`src/rtl/mem_port_arbiter.sv`:
```
// Shares the single memory port between instruction fetch and the LSU.
// LSU has priority; a starvation counter forces IF through after STARVE_MAX consecutive losses.
module mem_port_arbiter #(
    parameter int unsigned XLEN       = 32,
    parameter int unsigned STARVE_MAX = 4,
    parameter int unsigned CNT_W      = 3
) (
    input  logic            clk,
    input  logic            reset_n,
    input  logic            if_req_v_i,
    input  logic [XLEN-1:0] if_adr_i,
    output logic            if_gnt_o,
    output logic            if_rsp_v_o,
    output logic [XLEN-1:0] if_rdata_o,
    input  logic            ls_req_v_i,
    input  logic [XLEN-1:0] ls_adr_i,
    input  logic            ls_is_store_i,
    input  logic [XLEN-1:0] ls_wdata_i,
    input  logic [2:0]      ls_size_i,
    output logic            ls_gnt_o,
    output logic            ls_rsp_v_o,
    output logic [XLEN-1:0] ls_rdata_o,
    input  logic            flush_i,
    output logic            mem_req_v_o,
    output logic [XLEN-1:0] mem_adr_o,
    output logic            mem_we_o,
    output logic [XLEN-1:0] mem_wdata_o,
    output logic [2:0]      mem_size_o,
    input  logic            mem_ready_i,
    input  logic            mem_rsp_v_i,
    input  logic [XLEN-1:0] mem_rdata_i,
    output logic            busy_o,
    output logic            err_q_o
);

    typedef enum logic [1:0] {StIdle, StReq, StRsp} state_e;
    typedef enum logic {OwnIf, OwnLs} owner_e;

    localparam logic [2:0]       FetchSize = 3'b010;
    localparam logic [CNT_W-1:0] StarveMax = CNT_W'(STARVE_MAX);

    state_e            state_q, state_d;
    owner_e            owner_q, owner_d;
    logic [CNT_W-1:0]  starve_cnt_q, starve_cnt_d;
    logic              drop_q, drop_d;
    logic              err_q, err_d;
    logic              mem_req_v_q, mem_req_v_d;
    logic [XLEN-1:0]   mem_adr_q, mem_adr_d;
    logic              mem_we_q, mem_we_d;
    logic [XLEN-1:0]   mem_wdata_q, mem_wdata_d;
    logic [2:0]        mem_size_q, mem_size_d;

    logic if_ok, if_wins, ls_wins, gnt_fire, rsp_fire;

    always_comb begin
        if_ok   = if_req_v_i & ~flush_i;
        if_wins = if_ok & (~ls_req_v_i | (starve_cnt_q == StarveMax));
        ls_wins = ls_req_v_i & ~if_wins;
    end

    always_comb begin
        state_d      = state_q;
        owner_d      = owner_q;
        starve_cnt_d = starve_cnt_q;
        drop_d       = drop_q;
        mem_req_v_d  = mem_req_v_q;
        mem_adr_d    = mem_adr_q;
        mem_we_d     = mem_we_q;
        mem_wdata_d  = mem_wdata_q;
        mem_size_d   = mem_size_q;
        err_d        = err_q | (mem_rsp_v_i & (state_q != StRsp));

        unique case (state_q)
            StIdle: begin
                drop_d = 1'b0;
                if (if_wins) begin
                    state_d      = StReq;
                    owner_d      = OwnIf;
                    mem_req_v_d  = 1'b1;
                    mem_adr_d    = if_adr_i;
                    mem_we_d     = 1'b0;
                    mem_wdata_d  = '0;
                    mem_size_d   = FetchSize;
                    starve_cnt_d = '0;
                end else if (ls_wins) begin
                    state_d     = StReq;
                    owner_d     = OwnLs;
                    mem_req_v_d = 1'b1;
                    mem_adr_d   = ls_adr_i;
                    mem_we_d    = ls_is_store_i;
                    mem_wdata_d = ls_wdata_i;
                    mem_size_d  = ls_size_i;
                    if (if_req_v_i && (starve_cnt_q < StarveMax)) begin
                        starve_cnt_d = starve_cnt_q + CNT_W'(1);
                    end
                end
            end
            StReq: begin
                if (flush_i && (owner_q == OwnIf)) drop_d = 1'b1;
                if (mem_ready_i) begin
                    state_d     = StRsp;
                    mem_req_v_d = 1'b0;
                end
            end
            StRsp: begin
                if (mem_rsp_v_i) begin
                    state_d = StIdle;
                    drop_d  = 1'b0;
                end else if (flush_i && (owner_q == OwnIf)) begin
                    drop_d = 1'b1;
                end
            end
            default: state_d = StIdle;
        endcase
    end

    always_ff @(posedge clk or negedge reset_n) begin
        if (!reset_n) begin
            state_q      <= StIdle;
            owner_q      <= OwnIf;
            starve_cnt_q <= '0;
            drop_q       <= 1'b0;
            err_q        <= 1'b0;
            mem_req_v_q  <= 1'b0;
            mem_adr_q    <= '0;
            mem_we_q     <= 1'b0;
            mem_wdata_q  <= '0;
            mem_size_q   <= '0;
        end else begin
            state_q      <= state_d;
            owner_q      <= owner_d;
            starve_cnt_q <= starve_cnt_d;
            drop_q       <= drop_d;
            err_q        <= err_d;
            mem_req_v_q  <= mem_req_v_d;
            mem_adr_q    <= mem_adr_d;
            mem_we_q     <= mem_we_d;
            mem_wdata_q  <= mem_wdata_d;
            mem_size_q   <= mem_size_d;
        end
    end

    // A flush arriving with the response itself must also hide the fetch data.
    always_comb begin
        gnt_fire   = (state_q == StReq) & mem_req_v_q & mem_ready_i;
        rsp_fire   = (state_q == StRsp) & mem_rsp_v_i;
        if_gnt_o   = gnt_fire & (owner_q == OwnIf);
        ls_gnt_o   = gnt_fire & (owner_q == OwnLs);
        if_rsp_v_o = rsp_fire & (owner_q == OwnIf) & ~drop_q & ~flush_i;
        ls_rsp_v_o = rsp_fire & (owner_q == OwnLs);
        if_rdata_o = if_rsp_v_o ? mem_rdata_i : '0;
        ls_rdata_o = (ls_rsp_v_o & ~mem_we_q) ? mem_rdata_i : '0;
        busy_o     = (state_q != StIdle);
    end

    assign mem_req_v_o = mem_req_v_q;
    assign mem_adr_o   = mem_adr_q;
    assign mem_we_o    = mem_we_q;
    assign mem_wdata_o = mem_wdata_q;
    assign mem_size_o  = mem_size_q;
    assign err_q_o     = err_q;

endmodule
```
`config.mk`:
```
export PLATFORM = sky130hd
export DESIGN_NAME = mem_port_arbiter
export DESIGN_NICKNAME = d
export VERILOG_FILES = /design/src/rtl/mem_port_arbiter.sv
export SDC_FILE = /design/constraint.sdc
export NUM_CORES = 1
export LEC_CHECK = 0
export CORE_MARGIN = 2
export CORE_UTILIZATION = 31
export CTS_CLUSTER_SIZE = 25
export DETAILED_ROUTE_END_ITERATION = 6
export PLACE_DENSITY_LB_ADDON = 0.25
export SYNTH_ARGS = -nofsm -noshare
export SYNTH_HDL_FRONTEND = slang
export SYNTH_SLANG_ARGS = --single-unit
```
`constraint.sdc`:
```
create_clock -name clk -period 1.9 [get_ports clk]
set_input_delay 0.285 -clock clk [delete_from_list [all_inputs] [get_ports clk]]
set_output_delay 0.285 -clock clk [all_outputs]
set_load 0.03 [all_outputs]
```
==> results of run 1 <==
critical path: cells and delay by family, from the launching register on:
| kind | cells | cell delay [ns] |
|---|---|---|
| buffers and inverters | 4 | 0.51 |
| and+or+nand+nor | 3 | 0.45 |
| DFF | 1 | 0.39 |
| adders and majority gates | 1 | 0.14 |
power by group through the flow:
| stage | combinational [W] | sequential (W) | clock, W |
|---|---|---|---|
| detailed placement | 0.00575 | 0.00289 | 0 |
| finish | 0.00604 | 0.00291 | 0.00177 |
| global placement | 0.00564 | 0.00289 | 0 |
| global route | 0.00641 | 0.00301 | 0.00189 |
| CTS | 0.00593 | 0.00291 | 0.00182 |
| floorplan | 0.00182 | 0.00423 | 0 |
layer usage:
metal / part of all wire (%) / GRT usage (%) / vias to the layer above
met1: 38 / 22.9 / 1933
met5: 0 / 0 / -
met2: 52 / 38.4 / 178
met3: 7.3 / 5.63 / 21
met4: 2.6 / 10.1 / 0
li1: - / - / 1918
worst max-delay path by stage:
stage,startpoint,endpoint,cells after the start
floorplan,state_q[0]$_DFFE_PN0P_,if_rdata_o[22],6
global placement,flush_i,mem_wdata_o[13]$_DFFE_PN0P_,5
detailed placement,flush_i,mem_wdata_o[15]$_DFFE_PN0P_,5
CTS,state_q[0]$_DFFE_PN0P_,if_rdata_o[4],7
global route,state_q[0]$_DFFE_PN0P_,ls_rdata_o[15],8
finish,state_q[0]$_DFFE_PN0P_,ls_rdata_o[14],8
placed cells by master (no fill, tap or decap), types with 2 or more instances in the layout:
master / count
clkinvlp_4: 2
nor3_1: 2
mux2_2: 3
inv_2: 2
inv_1: 8
diode_2: 5
and2_4: 59
a31oi_1: 2
nor2_1: 39
clkbuf_8: 2
nand2_1: 35
clkbuf_16: 11
a21oi_1: 67
buf_6: 69
buf_4: 15
a22o_1: 36
ha_1: 6
and2_1: 5
o21ai_0: 2
clkdlybuf4s50_1: 206
dfrtp_1: 76
buf_12: 13
repair_timing:
| action | in CTS | in global routing |
|---|---|---|
| hold buffers | 1 | 0 |
| cloned | 2 | 5 |
| resized for setup | 95 | 58 |
| setup endpoints to repair | 67 | 103 |
| buffers inserted | 4 | 7 |
| pin swaps | 2 | 33 |
| hold endpoints to repair | 35 | 0 |
area by class of cell:
cell class                 instances  share of cell area (%)
timing repair buffer             310                    43.5
sequential                        77                    25.2
multi-input combinational        276                    24.1
clock buffer                      11                    3.30
tap                              147                    2.41
clock inverter                     5                   0.769
inverter                          10                   0.491
antenna                            5                   0.164
stage by stage:
step,std cells,total power (W),instance area (sq um)
floorplan,389,0.00605,3750
global placement,803,0.00853,6710
detailed placement,803,0.00864,6710
CTS,826,0.0107,7440
global route,841,0.0113,7650
finish,841,0.0107,7650
sequential cells by signal, indices dropped and copies added, names as in the netlist:
register	flops
mem_req_v_o	1
mem_wdata_o	32
mem_size_o	3
owner_q	1
state_q	2
drop_q	1
starve_cnt_q	3
err_q_o	1
mem_we_o	1
mem_adr_o	32
cell families (layout without fill, tap and decap cells):
| logic type | Yosys count | count (layout) | share of synthesized area [%] |
|---|---|---|---|
| simple gates | 150 | 151 | 20.3 |
| compound gates | 114 | 114 | 19.7 |
| flops | 77 | 77 | 51.6 |
| buf+inv | 37 | 336 | 4.92 |
| fa+ha+maj | 8 | 8 | 2.68 |
| mux | 3 | 3 | 0.904 |
| other cells | 0 | 5 | 0 |
==> flow_metrics.py, run 1 <==
metrics = {
    "run_status": {
        "status": "complete, but fails checks",
        "violations": "negative setup slack",
    },
    "grt": {
        "grt_pass1_vias": 4154,
        "antenna_found_initial": 5,
        "grt_max_degree": 43,
        "grt_overflow": 0,
        "grt_first_pass_wirelength_um": 21300,
        "track_usage_pct": 21.2,
    },
    "logic_synthesis": {
        "syn_area_per_cell_sq_um": 9.60,
        "seq_area_frac_synth_pct": 51.6,
        "asyncSetResetFlopFracSynth_pct": 100,
        "synth_common_cells": "dfrtp_1, a21oi_1, and2_1",
        "syn_inst": 389,
        "synth_cell_types": 27,
        "synth_enable_flop_cells": 0,
        "synth_fp_nets": 536,
        "dominantRegCellSynth": "dfrtp_1",
        "yosysMostFrequentCell": "dfrtp_1",
        "synth_top_area_share_pct": 51.6,
        "ys_ff_latch": 77,
        "synthesis.area_sq_mm": 0.00374,
        "synth_warnings": 0,
        "netlist_top_cells_area": "dfrtp_1, and2_1, a21oi_1, a22o_1, nor2_1",
        "yosysTopAreaCell": "dfrtp_1",
    },
    "worst_setup_path": {
        "arrival_ns": 1.81,
        "r2r_setup_slack_ns": 0.10,
        "rr_worst_depth": 10,
        "critPathKind": "flop to output pin",
        "slowest_stage": "dfrtp_1",
        "critPathMaxStageDelay_ns": 0.39,
        "reg2reg_from": "state_q[0]$_DFFE_PN0P_",
        "crit_path_frequent_cell": "buf_6",
        "crit_required_ns": 1.62,
        "worst_setup_path_start_kind": "flop",
        "end_kind": "output pin",
        "path_cells": "inv_2 > ha_4 > nand2_4 > nor3_4 > buf_4 > buf_6 > and2_1 > buf_6",
        "worst_r2r_endpoint": "mem_adr_o[15]$_DFFE_PN0P_",
        "worstPathMaxFanout": 8,
    },
    "clocking": {
        "h-tree-depth": 3,
        "root_buffer": "clkbuf_16",
        "clock-sinks": 77,
        "clkTransAtPathRegs_ns": 0.06,
        "numCtsBuffers": 9,
        "clkLatencyLatePin_ns": 0.33,
        "cts_tree": "built",
        "clockBufferDepth": 2,
    },
    "final_layout": {
        "area_growth_syn_to_layout_pct": 105,
        "nNetsFinal": 831,
        "seq_area_sq_mm": 0.00193,
        "multi_input_area_sq_mm": 0.00185,
        "fillCellCount": 955,
        "layout-drive-gt1-share_pct": 28.3,
        "fin_util_pct": 64.2,
    },
    "timing": {
        "setup_tns_ns": -7.66,
        "fmax_ghz": 0.477,
        "finClkSkew_ns": 0.00689,
        "report.final.slew_viol_count": 0,
        "min_period_over_period_pct": 110,
        "final_hold_viol_count": 0,
        "relSlewSlack_pct": 65.4,
        "layout_setup_ws_ns": -0.196,
        "setup_viol": 65,
        "fin_crit_ns": 2.10,
        "worst_pin_slew_ns": 0.519,
        "timing.hold.ws_ns": 0.454,
        "rsz0062_at_grt": "true",
    },
    "floorplan": {
        "rows": 40,
        "num_io_pins": 278,
        "die-area_sq_mm": 0.0129,
        "start_util_pct": 31.4,
        "fp.dieW_um": 114,
        "die_height_um": 114,
        "core_sq_mm": 0.0119,
    },
    "route": {
        "drt_pass1_iterations": 4,
        "vias": 4050,
        "post-route-drc-count": 0,
        "ant_nets": 0,
        "postRouteWirelength_um": 14800,
        "post_drt_wl_per_cell_um": 17.6,
        "via_per_inst": 4.82,
        "drtIter0Drc": 178,
    },
    "pwr": {
        "internal-power_w": 0.00626,
        "p_leak_nw": 3.42,
        "switchingPower_w": 0.00446,
        "seqPwrFrac_pct": 27.1,
        "vdd_ir_drop_max_uv": 1090,
        "power_frac_clock_pct": 16.5,
        "power_density_mw_per_mm2": 1400,
        "power.share.combinational_pct": 56.4,
        "switching_share_pct": 41.6,
    },
    "placement": {
        "io_buffers": 277,
        "dp_slack_ns": -0.158,
        "routabilityCongestion": 0.796,
        "dp_hpwl_um": 10100,
    },
    "min_path": {
        "hold_class": "primary input to async pin",
    },
    "flow_run": {
        "drv_cap": 0,
    },
}
Note: power is estimated with default switching activity, not from simulation.
==> run 2, diff against run 1 <==
--- a/config.mk
+++ b/config.mk
@@ -5,7 +5,7 @@
 export SDC_FILE = /design/constraint.sdc
 export NUM_CORES = 1
 export LEC_CHECK = 0
-export CORE_MARGIN = 2
+export CORE_MARGIN = 8
 export CORE_UTILIZATION = 31
 export CTS_CLUSTER_SIZE = 25
 export DETAILED_ROUTE_END_ITERATION = 6
==> run 2 against run 1 <==
  * Count of clock-buffer cells in the layout is the same
  * Final area shrank 1.3%
  * The flow still finishes with violations (negative setup slack)
  * Via count grew 0.12%
  * Fmax grew 3.1%
  * Critical path depth is the same
  * Setup slack gained 0.062 ns
  * Largest cell class unchanged
  * Largest power group unchanged
  * Clock skew shrank 0.0039 ns
  * Sequential power is essentially flat
==> flow_metrics.py, run 2 (synthesis gave the netlist of run 1 again) <==
metrics = {
    "run_status": {
        "status": "complete, but fails checks",
        "violations": "negative setup slack",
    },
    "pwr": {
        "p_leak_nw": 3.38,
        "vdd_ir_drop_max_uv": 851,
        "power_density_mw_per_mm2": 1420,
    },
    "timing": {
        "setup_viol": 65,
        "relSlewSlack_pct": 66.7,
        "layout_setup_ws_ns": -0.134,
        "report.final.slew_viol_count": 0,
        "rsz0062_at_grt": "true",
        "worst_pin_slew_ns": 0.500,
        "finClkSkew_ns": 0.00301,
        "fmax_ghz": 0.492,
        "setup_tns_ns": -5.47,
        "min_period_over_period_pct": 107,
        "final_hold_viol_count": 0,
        "fin_crit_ns": 2.03,
    },
    "route": {
        "vias": 4055,
        "routed.top_layer": "met4",
        "post_drt_wl_per_cell_um": 19.4,
        "wl_met2_um": 8410,
        "wl_met1_um": 6060,
        "ant_nets": 0,
        "post-route-drc-count": 0,
        "drtIter0Drc": 187,
        "postRouteWirelength_um": 16200,
        "drt_pass1_iterations": 4,
        "wl_met3_um": 1350,
        "via_per_inst": 4.86,
    },
    "placement": {
        "dp_hpwl_um": 11900,
        "routabilityCongestion": 0.757,
        "dp_slack_ns": -0.186,
        "place_inst": 807,
        "io_buffers": 277,
    },
    "final_layout": {
        "layout-drive-gt1-share_pct": 25.6,
        "final_cells": 834,
        "nNetsFinal": 830,
        "area_growth_syn_to_layout_pct": 102,
        "final_cell_mix": "clkdlybuf4s50_1, dfrtp_1, buf_6",
        "final_common_cell": "clkdlybuf4s50_1",
        "antenna_cells": 0,
    },
    "worst_setup_path": {
        "critPathKind": "flop to output pin",
        "r2r_setup_slack_ns": 0.16,
        "arrival_ns": 1.75,
        "worst_setup_path_start_kind": "flop",
        "worstPathMaxFanout": 7,
        "crit_required_ns": 1.62,
        "worst_r2r_endpoint": "mem_adr_o[1]$_DFFE_PN0P_",
        "reg2reg_from": "starve_cnt_q[0]$_DFFE_PN0P_",
        "rr_worst_depth": 8,
        "end_kind": "output pin",
    },
    "grt": {
        "antenna_found_initial": 0,
        "grt_overflow": 0,
        "grt_pass1_vias": 4459,
        "grt_first_pass_wirelength_um": 24800,
        "track_usage_pct": 19.7,
        "grt_max_degree": 44,
    },
    "floorplan": {
        "core_sq_mm": 0.0119,
        "num_io_pins": 278,
        "start_util_pct": 31.4,
        "die-area_sq_mm": 0.0158,
        "die_height_um": 126,
        "rows": 40,
        "fp.dieW_um": 126,
    },
    "clocking": {
        "clock-sinks": 77,
        "cts_tree": "built",
        "clockBufferDepth": 2,
        "h-tree-depth": 3,
        "root_buffer": "clkbuf_16",
        "numCtsBuffers": 9,
        "clkTransAtPathRegs_ns": 0.06,
        "clkLatencyLatePin_ns": 0.33,
    },
    "min_path": {
        "hold_class": "primary input to async pin",
    },
    "flow_run": {
        "drv_cap": 0,
    },
}
## run 2: how the worst max path moves through the flow
stage / to / cells after the start / slack (ns) / from
floorplan: if_rdata_o[22] / 6 / 0.008 / state_q[0]$_DFFE_PN0P_
global placement: mem_wdata_o[10]$_DFFE_PN0P_ / 6 / -0.13 / flush_i
detailed placement: mem_wdata_o[29]$_DFFE_PN0P_ / 6 / -0.19 / flush_i
CTS: ls_rdata_o[13] / 8 / -0.17 / state_q[0]$_DFFE_PN0P_
global route: if_rdata_o[29] / 8 / -0.24 / state_q[0]$_DFFE_PN0P_
finish: if_rdata_o[29] / 8 / -0.13 / state_q[0]$_DFFE_PN0P_
## run 2: cell type report
cell class / instances / area [sq um]
inverters: 10 / 37.5
well taps: 147 / 184
clock inverters: 4 / 72.6
repair buffers: 309 / 3270
multi-input cells: 276 / 1810
clock buffers: 11 / 243
flip-flops and latches: 77 / 1930
fillers: 974 / 4360
## run 2: worst max-delay path, cell delays in order, from the launching register on
cell	delay [ns]
dfrtp_1	0.39
inv_2	0.09
ha_4	0.15
nand2_4	0.07
nor4_4	0.14
buf_6	0.18
buf_6	0.14
and2_4	0.15
buf_6	0.12
## run 2: power breakdown
part | switching, W | internal [W] | total [W] | leakage, nW
clock | 0.000652 | 0.00118 | 0.00183 | 0.152
sequential | 0.000482 | 0.00241 | 0.00289 | 0.910
combinational | 0.00333 | 0.00267 | 0.00600 | 2.32
total | 0.00446 | 0.00626 | 0.0107 | 3.38
## run 2: what timing repair did
action,4_1_cts,5_1_grt
cloned,4,2
hold buffers,1,0
resized for setup,118,17
buffers inserted,4,3
endpoints found under the setup margin,67,105
pin swaps,21,6
endpoints found under the hold margin,34,0
## run 2: per-layer routing
layer	vias up	track usage, %
li1	1903	-
met1	1935	20.7
met2	195	35.6
met3	22	6.84
met4	0	7.29
met5	-	0
## run 2: through the flow
step	area [sq um]	utilization, %	total power [W]	hold WS (ns)
4_1_cts	7490	62.9	0.0108	0.464
3_3_place_gp	6730	56.5	0.00854	0.279
3_5_place_dp	6730	56.5	0.00870	0.285
6_report	7550	63.4	0.0107	0.455
5_1_grt	7550	63.4	0.0113	0.480
2_1_floorplan	3750	-	0.00605	-0.0106
